## config.mk

```make
export PLATFORM = sky130hd
export DESIGN_NAME = mdu_seq_ctrl_flat
export DESIGN_NICKNAME = d
export VERILOG_FILES = /design/src/rtl/mdu_if.sv /design/src/rtl/mdu_seq_ctrl.sv /design/src/flat_wrapper.sv
export SDC_FILE = /design/constraint.sdc
export NUM_CORES = 1
export LEC_CHECK = 0
export BUFFER_PORTS_ARGS = -buffer_cell sky130_fd_sc_hd__clkbuf_2
export CELL_PAD_IN_SITES_DETAIL_PLACEMENT = 0
export CELL_PAD_IN_SITES_GLOBAL_PLACEMENT = 1
export CORE_ASPECT_RATIO = 1.4
export CORE_MARGIN = 5
export CORE_UTILIZATION = 40
export DETAILED_ROUTE_END_ITERATION = 10
export HOLD_SLACK_MARGIN = 0.1
export PLACE_DENSITY_LB_ADDON = 0.3
export SLEW_MARGIN = 5
export SYNTH_ARGS = -nofsm -noshare
export SYNTH_HDL_FRONTEND = slang
export SYNTH_SLANG_ARGS = --single-unit
```

## constraint.sdc

```tcl
create_clock -name clk -period 10.5 [get_ports clk]
set_input_delay 1.575 -clock clk [delete_from_list [all_inputs] [get_ports clk]]
set_output_delay 1.575 -clock clk [all_outputs]
set_load 0.02 [all_outputs]
```

## src/rtl/mdu_if.sv

```systemverilog
// Handshake and HI/LO bus between the EX stage and the multiply/divide controller.
interface mdu_if #(
    parameter int unsigned WIDTH = 32
);
    logic             start;
    logic [1:0]       op;
    logic [WIDTH-1:0] a;
    logic [WIDTH-1:0] b;
    logic             abort;
    logic             hi_we;
    logic             lo_we;
    logic [WIDTH-1:0] wdata;
    logic             busy;
    logic             done;
    logic [WIDTH-1:0] hi;
    logic [WIDTH-1:0] lo;

    modport master (
        output start, op, a, b, abort, hi_we, lo_we, wdata,
        input  busy, done, hi, lo
    );

    modport slave (
        input  start, op, a, b, abort, hi_we, lo_we, wdata,
        output busy, done, hi, lo
    );
endinterface

```

## src/rtl/mdu_seq_ctrl.sv

```systemverilog
// Bit-serial MULT/MULTU/DIV/DIVU controller owning HI/LO; one shared adder step per cycle.
// Optional MDU_MUL_EARLY_TERM_EN: multiplies stop once the remaining multiplier is zero.
module mdu_seq_ctrl #(
    parameter int unsigned WIDTH = 32
) (
    input logic  clk,
    input logic  rst,
    mdu_if.slave bus
);
    localparam int unsigned CW = $clog2(WIDTH + 1);

    typedef enum logic [1:0] {StIdle, StCalc, StFix} state_e;

    state_e             state_q, state_d;
    logic [1:0]         op_q;
    logic               neg_res_q, neg_rem_q, div0_q;
    logic [2*WIDTH-1:0] acc_q, mcand_q;
    logic [WIDTH-1:0]   opb_q;
    logic [CW-1:0]      cnt_q;
    logic [WIDTH-1:0]   hi_q, lo_q;
    logic               done_q;
    logic               busy;

    logic               is_div, calc_last;
    logic               a_neg, b_neg;
    logic [WIDTH-1:0]   a_abs, b_abs;
    logic [WIDTH:0]     rem_shift;
    logic [2*WIDTH-1:0] add_a, add_b, add_res;
    logic               add_sub;
    logic [2*WIDTH-1:0] prod_fix;
    logic [WIDTH-1:0]   quot_fix, rem_fix, dvd_raw;

    assign is_div = op_q[1];

`ifdef MDU_MUL_EARLY_TERM_EN
    assign calc_last = (cnt_q == CW'(WIDTH - 1)) || (!is_div && (opb_q[WIDTH-1:1] == '0));
`else
    assign calc_last = (cnt_q == CW'(WIDTH - 1));
`endif

    // Operand conditioning at launch: signed ops iterate on magnitudes.
    always_comb begin
        a_neg = ~bus.op[0] & bus.a[WIDTH-1];
        b_neg = ~bus.op[0] & bus.b[WIDTH-1];
        a_abs = a_neg ? -bus.a : bus.a;
        b_abs = b_neg ? -bus.b : bus.b;
    end

    // Shared adder: accumulate for multiply, trial-subtract for divide.
    always_comb begin
        rem_shift = {acc_q[2*WIDTH-1:WIDTH], acc_q[WIDTH-1]};
        if (is_div) begin
            add_a   = {{(WIDTH - 1){1'b0}}, rem_shift};
            add_b   = {{WIDTH{1'b0}}, opb_q};
            add_sub = 1'b1;
        end else begin
            add_a   = acc_q;
            add_b   = mcand_q;
            add_sub = 1'b0;
        end
        add_res = add_a + (add_b ^ {(2 * WIDTH){add_sub}}) + {{(2 * WIDTH - 1){1'b0}}, add_sub};
    end

    always_comb begin
        prod_fix = neg_res_q ? -acc_q : acc_q;
        quot_fix = neg_res_q ? -acc_q[WIDTH-1:0] : acc_q[WIDTH-1:0];
        rem_fix  = neg_rem_q ? -acc_q[2*WIDTH-1:WIDTH] : acc_q[2*WIDTH-1:WIDTH];
        // mcand_q still holds |a| during a divide; re-signing it recovers the raw dividend.
        dvd_raw  = neg_rem_q ? -mcand_q[WIDTH-1:0] : mcand_q[WIDTH-1:0];
    end

    always_ff @(posedge clk or posedge rst) begin
        if (rst) begin
            state_q <= StIdle;
        end else begin
            state_q <= state_d;
        end
    end

    always_comb begin
        state_d = state_q;
        case (state_q)
            StIdle:  if (bus.start) state_d = StCalc;
            StCalc: begin
                if (bus.abort) state_d = StIdle;
                else if (calc_last) state_d = StFix;
            end
            StFix:   state_d = StIdle;
            default: state_d = StIdle;
        endcase
    end

    always_comb begin
        busy = (state_q != StIdle);
    end

    always_ff @(posedge clk or posedge rst) begin
        if (rst) begin
            op_q      <= '0;
            neg_res_q <= 1'b0;
            neg_rem_q <= 1'b0;
            div0_q    <= 1'b0;
            acc_q     <= '0;
            mcand_q   <= '0;
            opb_q     <= '0;
            cnt_q     <= '0;
            hi_q      <= '0;
            lo_q      <= '0;
            done_q    <= 1'b0;
        end else begin
            done_q <= (state_q == StFix) && !bus.abort;
            case (state_q)
                StIdle: begin
                    if (bus.hi_we) hi_q <= bus.wdata;
                    if (bus.lo_we) lo_q <= bus.wdata;
                    if (bus.start) begin
                        op_q      <= bus.op;
                        neg_res_q <= a_neg ^ b_neg;
                        neg_rem_q <= a_neg;
                        div0_q    <= (bus.b == '0);
                        mcand_q   <= {{WIDTH{1'b0}}, a_abs};
                        acc_q     <= bus.op[1] ? {{WIDTH{1'b0}}, a_abs} : '0;
                        opb_q     <= b_abs;
                        cnt_q     <= '0;
                    end
                end
                StCalc: begin
                    cnt_q <= cnt_q + CW'(1);
                    if (is_div) begin
                        if (add_res[2*WIDTH-1]) begin
                            acc_q <= {rem_shift[WIDTH-1:0], acc_q[WIDTH-2:0], 1'b0};
                        end else begin
                            acc_q <= {add_res[WIDTH-1:0], acc_q[WIDTH-2:0], 1'b1};
                        end
                    end else begin
                        if (opb_q[0]) acc_q <= add_res;
                        mcand_q <= mcand_q << 1;
                        opb_q   <= opb_q >> 1;
                    end
                end
                StFix: begin
                    if (!bus.abort) begin
                        if (!is_div) begin
                            {hi_q, lo_q} <= prod_fix;
                        end else if (div0_q) begin
                            hi_q <= dvd_raw;
                            lo_q <= '1;
                        end else begin
                            hi_q <= rem_fix;
                            lo_q <= quot_fix;
                        end
                    end
                end
                default: ;
            endcase
        end
    end

    assign bus.busy = busy;
    assign bus.done = done_q;
    assign bus.hi   = hi_q;
    assign bus.lo   = lo_q;
endmodule
```

## src/flat_wrapper.sv

```systemverilog
// flat-port wrapper written by rule: the top's interface ports become plain ports
module mdu_seq_ctrl_flat 
#(
    parameter int unsigned WIDTH = 32
)
  (clk, rst, bus_start, bus_op, bus_a, bus_b, bus_abort, bus_hi_we, bus_lo_we, bus_wdata, bus_busy, bus_done, bus_hi, bus_lo);
  mdu_if #(.WIDTH(WIDTH)) bus_i ();
  input logic clk;
  input logic rst;
  input wire logic [$bits(bus_i.start)-1:0] bus_start;
  input wire logic [$bits(bus_i.op)-1:0] bus_op;
  input wire logic [$bits(bus_i.a)-1:0] bus_a;
  input wire logic [$bits(bus_i.b)-1:0] bus_b;
  input wire logic [$bits(bus_i.abort)-1:0] bus_abort;
  input wire logic [$bits(bus_i.hi_we)-1:0] bus_hi_we;
  input wire logic [$bits(bus_i.lo_we)-1:0] bus_lo_we;
  input wire logic [$bits(bus_i.wdata)-1:0] bus_wdata;
  output wire logic [$bits(bus_i.busy)-1:0] bus_busy;
  output wire logic [$bits(bus_i.done)-1:0] bus_done;
  output wire logic [$bits(bus_i.hi)-1:0] bus_hi;
  output wire logic [$bits(bus_i.lo)-1:0] bus_lo;
  assign bus_i.start = bus_start;
  assign bus_i.op = bus_op;
  assign bus_i.a = bus_a;
  assign bus_i.b = bus_b;
  assign bus_i.abort = bus_abort;
  assign bus_i.hi_we = bus_hi_we;
  assign bus_i.lo_we = bus_lo_we;
  assign bus_i.wdata = bus_wdata;
  assign bus_busy = bus_i.busy;
  assign bus_done = bus_i.done;
  assign bus_hi = bus_i.hi;
  assign bus_lo = bus_i.lo;
  mdu_seq_ctrl #(.WIDTH(WIDTH)) u_core (.clk(clk), .rst(rst), .bus(bus_i));
endmodule
```

==> results of run 1 <==
## layer usage
layer | part of all wire | up-vias
met3 | 0.066 | 199
met1 | 0.41 | 9918
met5 | 0 | -
met2 | 0.47 | 825
met4 | 0.057 | 0
li1 | - | 9643
## worst paths after layout
| check | startpoint | end | slack (ns) | depth (start not counted) |
|---|---|---|---|---|
| setup / recovery | u_core.op_q[1] | u_core.acc_q[60] | 4.03 | 15 |
| hold / removal | u_core.bus.hi[22] | u_core.bus.hi[22] | 0.48 | 2 |
| setup reg to reg | u_core.op_q[1] | u_core.acc_q[60] | 4.03 | 15 |
| hold reg to reg | u_core.bus.hi[22] | u_core.bus.hi[22] | 0.48 | 2 |
| max in group asynchronous | rst | u_core.neg_rem_q | 7.81 | 3 |
| min in group asynchronous | rst | u_core.bus.hi[11] | 1.18 | 2 |
## kinds of logic (layout without fill, tap and decap cells)
logic type | after synthesis | count (layout) | synth area share
mux | 101 | 101 | 0.0521
xor+xnor | 206 | 206 | 0.0888
fa+ha+maj | 69 | 69 | 0.0429
simple gates | 856 | 856 | 0.196
compound gates | 898 | 898 | 0.272
flops | 237 | 237 | 0.292
buf+inv | 300 | 343 | 0.0563
## synthesized netlist by cell type (all sizes together) (36+ instances only)
cell,number,area share
xor2,62,0.027
ha,68,0.042
inv,88,0.016
nor3,41,0.010
a21oi,287,0.071
nand2,289,0.053
nand3,40,0.0099
dfrtp,237,0.29
xnor2,144,0.062
clkbuf,185,0.034
o22ai,55,0.017
o31ai,45,0.017
nor2,254,0.047
mux2i,72,0.035
or2,43,0.013
a22o,37,0.016
o21ai,255,0.063
nand4,36,0.011
## metrics by stage
| stage | utilization | setup WS [ns] | instances | instance area [sq um] | hold WS [ns] |
|---|---|---|---|---|---|
| global placement | 0.429 | 4.19 | 3304 | 21500 | 0.464 |
| global route | 0.449 | 3.68 | 3353 | 22500 | 0.511 |
| detailed placement | 0.429 | 4.18 | 3304 | 21500 | 0.472 |
| finish | 0.449 | 4.03 | 3353 | 22500 | 0.479 |
| floorplan | - | 2.42 | 2667 | 20300 | 0.457 |
| CTS | 0.449 | 4.16 | 3353 | 22500 | 0.488 |
## sequential cells by signal (all words and copies together) (netlist names), 2 cells and up
| name | count |
|---|---|
| u_core.opb_q | 32 |
| u_core.mcand_q | 64 |
| u_core.bus.lo | 32 |
| u_core.state_q | 2 |
| u_core.bus.hi | 32 |
| u_core.acc_q | 64 |
| u_core.cnt_q | 6 |
## power by group through the flow
| stage | Combinational (W) | Clock (W) | Sequential, W |
|---|---|---|---|
| global placement | 0.00470 | 0 | 0.00163 |
| CTS | 0.00469 | 0.00110 | 0.00163 |
| floorplan | 0.00320 | 0 | 0.00144 |
| global route | 0.00513 | 0.00113 | 0.00167 |
| detailed placement | 0.00467 | 0 | 0.00164 |
| finish | 0.00480 | 0.00108 | 0.00164 |
## final cells by class
class / count / area (sq um)
clock inverters: 16 / 262
well taps: 643 / 805
inverters: 89 / 342
clock buffers: 33 / 728
flip-flops and latches: 237 / 5940
multi-input cells: 2130 / 13300
repair buffers: 205 / 1120
fillers: 5138 / 27600
## worst reg2reg max path, delay by kind of cell, from the launching register on
kind            cells  cell delay [ns]
compound gates      8             1.98
fa+ha+maj           1             0.44
buf+inv             3             1.91
flops               1             0.83
mux                 1             0.41
simple gates        2             0.79
==> flow_summary.json, run 1 <==
{
  "outcome": "complete, no violations",
  "max_stage_delay_ns": 0.83,
  "intPower_w": 0.00343,
  "clock_latency_ns": 0.59,
  "p_seq_frac": 0.218,
  "core_area_sq_um": 50100,
  "power_density_nw_per_um2": 335,
  "synth-edff-count": 0,
  "vdd_drop_max_uv": 139,
  "combPwrFrac": 0.638,
  "fmax_ghz": 0.155,
  "hold_viol_final": 0,
  "grt.busiest_layer": "met2",
  "yosys_warnings": 0,
  "via_per_inst": 6.14,
  "die_w_microns": 200,
  "synth_nets": 2840,
  "port_buffers": 169,
  "gp_congestion": 1.03,
  "die_area_sq_um": 55500,
  "syn_area_sq_um": 20300,
  "finalCritPeriodShare": 0.616,
  "grt_max_degree": 120,
  "yosys_register_bits": 237,
  "ant_nets": 0,
  "cp_num_buf_inv": 3,
  "grt_util_all_layers": 0.289,
  "start_util": 0.405,
  "tritoncts": "yes",
  "area_growth_pct": 10.7,
  "met1_usage": 0.371,
  "dp_hpwl_microns": 65300,
  "htreeDepth": 1,
  "synthCells": 2667,
  "yosysUniqueCellTypes": 75,
  "drc": 0,
  "finalNetCount": 2863,
  "post_cts_resize_count": 0,
  "critical_path.max_fanout": 81,
  "cts-root-buf": "clkbuf_16",
  "synth_area_per_cell_sq_um": 7.62,
  "finalSetupTns_ns": 0,
  "grt_pass1_vias": 20000,
  "clkTransAtPathRegs_ns": 0.06,
  "p_switching_w": 0.00409,
  "setup_viol": 0,
  "antenna_cells": 0,
  "hold_class": "flip-flop to flip-flop",
  "first_pass_iters": 6,
  "drtIter0Drc": 1717,
  "die_y_microns": 277,
  "wl_microns": 83600,
  "cap_violations": 0,
  "end_kind": "flip-flop",
  "holdBufCountCts": 0,
  "slowest_stage": "dfrtp_4",
  "use_met2": 0.482,
  "antenna_found_initial": 1,
  "rows": 97,
  "finClkSkew_ns": 0.0183,
  "ys_seq_area_frac": 0.292,
  "drv_slew": 0,
  "total_leakage_power_nw": 9.51,
  "cts_setup_buffers": 0,
  "worstSetupPathType": "flip-flop to flip-flop",
  "path_delay_family": "compound AO/OA/AOI/OAI gates",
  "crit_chain": "buf_4 -> buf_4 -> o21ai_0 -> ha_1 -> a21oi_1 -> o21a_1 -> o221ai_1 -> o2111a_1 -> nor3_1 -> a211oi_1 -> a211oi_4 -> buf_4 -> mux2_2 -> a222oi_1 -> nand2_1",
  "num_vias": 20600,
  "final_layout_size_suffix_gt1_frac": 0.128,
  "drt-wirelength-per-cell_microns": 24.9,
  "totalPowerFinal_w": 0.00752,
  "relSlewSlack": 0.162,
  "worstPathArrival_ns": 6.93,
  "cts_num_sinks": 237,
  "final_cell_mix": "nand2_1 (289), a21oi_1 (284), nor2_1 (252)",
  "numCtsBuffers": 27,
  "async_reset_ff_frac": 1.00,
  "synthFlopType": "dfrtp_1",
  "ios": 170,
  "clockPowerShare": 0.144,
  "grt_pass1_wl_microns": 126000,
  "met3_usage": 0.0403,
  "required_ns": 10.96,
  "tightestPinTransition_ns": 1.25,
  "overflow": 0,
  "switching_share": 0.544,
  "crit_top_cell": "buf_4",
  "cp-start-kind": "flip-flop",
  "fin_crit_ns": 6.47,
  "cts_buffer_depth": 3,
  "final_common_cell": "nand2_1",
  "grt_setup_unrepaired": "false"
}
No activity file was read; power rests on OpenSTA's default activity.
==> run 2, diff against run 1 <==
==> constraint.sdc (replaced) <==
create_clock -name clk -period 5.4 [get_ports clk]
set_input_delay 0.81 -clock clk [delete_from_list [all_inputs] [get_ports clk]]
set_output_delay 0.81 -clock clk [all_outputs]
set_load 0.02 [all_outputs]
==> flow_summary.json, run 2 (synthesized netlist as in run 1, its figures left out) <==
{
  "die_y_microns": 277,
  "final_layout_size_suffix_gt1_frac": 0.138,
  "reg_top3": "u_core.acc_q (64), u_core.mcand_q (64)",
  "wl_microns": 85500,
  "area_growth_pct": 12.1,
  "worstSetupPathType": "flip-flop to flip-flop",
  "slowest_stage": "nor3_1",
  "combPwrFrac": 0.654,
  "cts_buffer_depth": 3,
  "critical_path.max_fanout": 28,
  "drc": 0,
  "numCtsBuffers": 27,
  "via_per_inst": 6.15,
  "grt_setup_unrepaired": "false",
  "hold_class": "input port to async pin",
  "hold_viol_final": 0,
  "drt-wirelength-per-cell_microns": 25.3,
  "worst_r2r_path_depth": 16,
  "core_area_sq_um": 50100,
  "tightestPinTransition_ns": 1.09,
  "die_w_microns": 200,
  "final_common_cell": "nand2_1",
  "grt_util_all_layers": 0.294,
  "ios": 170,
  "fmax_ghz": 0.211,
  "ant_nets": 0,
  "overflow": 0,
  "die_area_sq_um": 55500,
  "num_vias": 20800,
  "finalCritPeriodShare": 0.878,
  "startpoint": "u_core.op_q[1]",
  "fillers": 5107,
  "cp-start-kind": "flip-flop",
  "intPower_w": 0.00677,
  "setup_viol": 0,
  "seq_area_sq_um": 5940,
  "crit_end": "u_core.acc_q[57]",
  "antenna_found_initial": 0,
  "grt_max_degree": 162,
  "cap_violations": 0,
  "crit_chain": "inv_2 -> buf_12 -> mux2i_1 -> ha_1 -> a21oi_1 -> o22ai_1 -> nor3_1 -> buf_4 -> o41ai_1 -> nor3_1 -> a21oi_1 -> a21oi_1 -> buf_12 -> mux2_2 -> a2bb2oi_1 -> o21ai_0",
  "power_density_nw_per_um2": 654,
  "port_buffers": 169,
  "grt_pass1_vias": 20100,
  "clockPowerShare": 0.136,
  "max_stage_delay_ns": 0.61,
  "multi_input_area_sq_um": 13300,
  "start_util": 0.405,
  "final_cell_mix": "nand2_1 (289), a21oi_1 (284), nor2_1 (252)",
  "drv_slew": 0,
  "finClkSkew_ns": 0.0143,
  "vdd_drop_max_uv": 307,
  "cts-root-buf": "clkbuf_16",
  "gp_congestion": 0.994,
  "fin_crit_ns": 4.74,
  "clkTransAtPathRegs_ns": 0.06,
  "reg2reg_to": "u_core.acc_q[57]",
  "required_ns": 5.90,
  "dp_hpwl_microns": 67200,
  "post_cts_resize_count": 0,
  "worstReg2RegStart": "u_core.op_q[1]",
  "worstPathArrival_ns": 5.24,
  "grt_pass1_wl_microns": 128000,
  "tritoncts": "yes",
  "outcome": "complete, no violations",
  "clock_latency_ns": 0.59,
  "finalNetCount": 2894,
  "p_switching_w": 0.00812,
  "end_kind": "flip-flop",
  "finalSetupTns_ns": 0,
  "first_pass_iters": 5,
  "cts_setup_buffers": 0,
  "relSlewSlack": 0.271,
  "switching_share": 0.546,
  "drtIter0Drc": 1713,
  "postLayoutCoreUtil": 0.454,
  "antenna_cells": 0,
  "total_leakage_power_nw": 9.65,
  "hold-worst-slack_ns": 0.191,
  "cts_num_sinks": 237,
  "htreeDepth": 1,
  "p_seq_frac": 0.211,
  "holdBufCountCts": 0,
  "crit_top_cell": "a21oi_1",
  "regToRegSetupSlack_ns": 0.66,
  "rows": 97
}
run 2: worst min-delay path by stage:
stage                 startpoint           endpoint  slack [ns]  depth (start not counted)
5_1_grt                      rst  u_core.bus.lo[17]        0.20                          2
4_1_cts                      rst  u_core.bus.hi[16]        0.16                          2
3_5_place_dp   u_core.bus.lo[23]  u_core.bus.lo[23]        0.47                          2
2_1_floorplan    u_core.cnt_q[5]    u_core.cnt_q[5]        0.46                          1
3_3_place_gp   u_core.bus.lo[28]  u_core.bus.lo[28]        0.47                          2
6_report                     rst   u_core.bus.hi[0]        0.19                          2
run 2: layout make-up:
class,instances,area share
Timing Repair Buffer,236,0.0631
Clock buffer,35,0.0328
Sequential cell,237,0.261
Multi-Input combinational cell,2130,0.584
Clock inverter,15,0.00885
Inverter,89,0.0148
Tap cell,643,0.0353
run 2: stage by stage:
stage / total power [W] / worst slack [ns] / cell area (sq um) / instances
2_1_floorplan: 0.00902 / 0.440 / 20300 / 2667
3_3_place_gp: 0.0126 / 0.789 / 21800 / 3335
3_5_place_dp: 0.0126 / 0.747 / 21800 / 3335
4_1_cts: 0.0147 / 0.728 / 22800 / 3385
5_1_grt: 0.0156 / 0.331 / 22800 / 3385
6_report: 0.0149 / 0.656 / 22800 / 3385
run 2: critical path: cells and delay by family, from the launching register on:
family                     cells  cell delay, ns
buffers and inverters          4            0.81
and+or+nand+nor                2            0.79
DFF                            1            0.58
adders and majority gates      1            0.37
muxes                          2            0.59
AOI/OAI and AO/OA              7            1.47
run 2: power groups by stage:
stage                     Clock [W]  Combinational (W)  Sequential (W)
after detailed placement          0            0.00948         0.00313
final                       0.00202            0.00973         0.00314
after global routing        0.00212             0.0103         0.00318
after CTS                   0.00205            0.00952         0.00310
after global placement            0            0.00949         0.00312
after floorplan                   0            0.00622         0.00279
run 2: metal layers:
metal | vias to the layer above | track usage | part of all wire
li1 | 9694 | - | -
met1 | 10000 | 0.375 | 0.41
met2 | 878 | 0.484 | 0.46
met3 | 218 | 0.0389 | 0.063
met4 | 0 | 0.158 | 0.065
met5 | - | 0 | 0
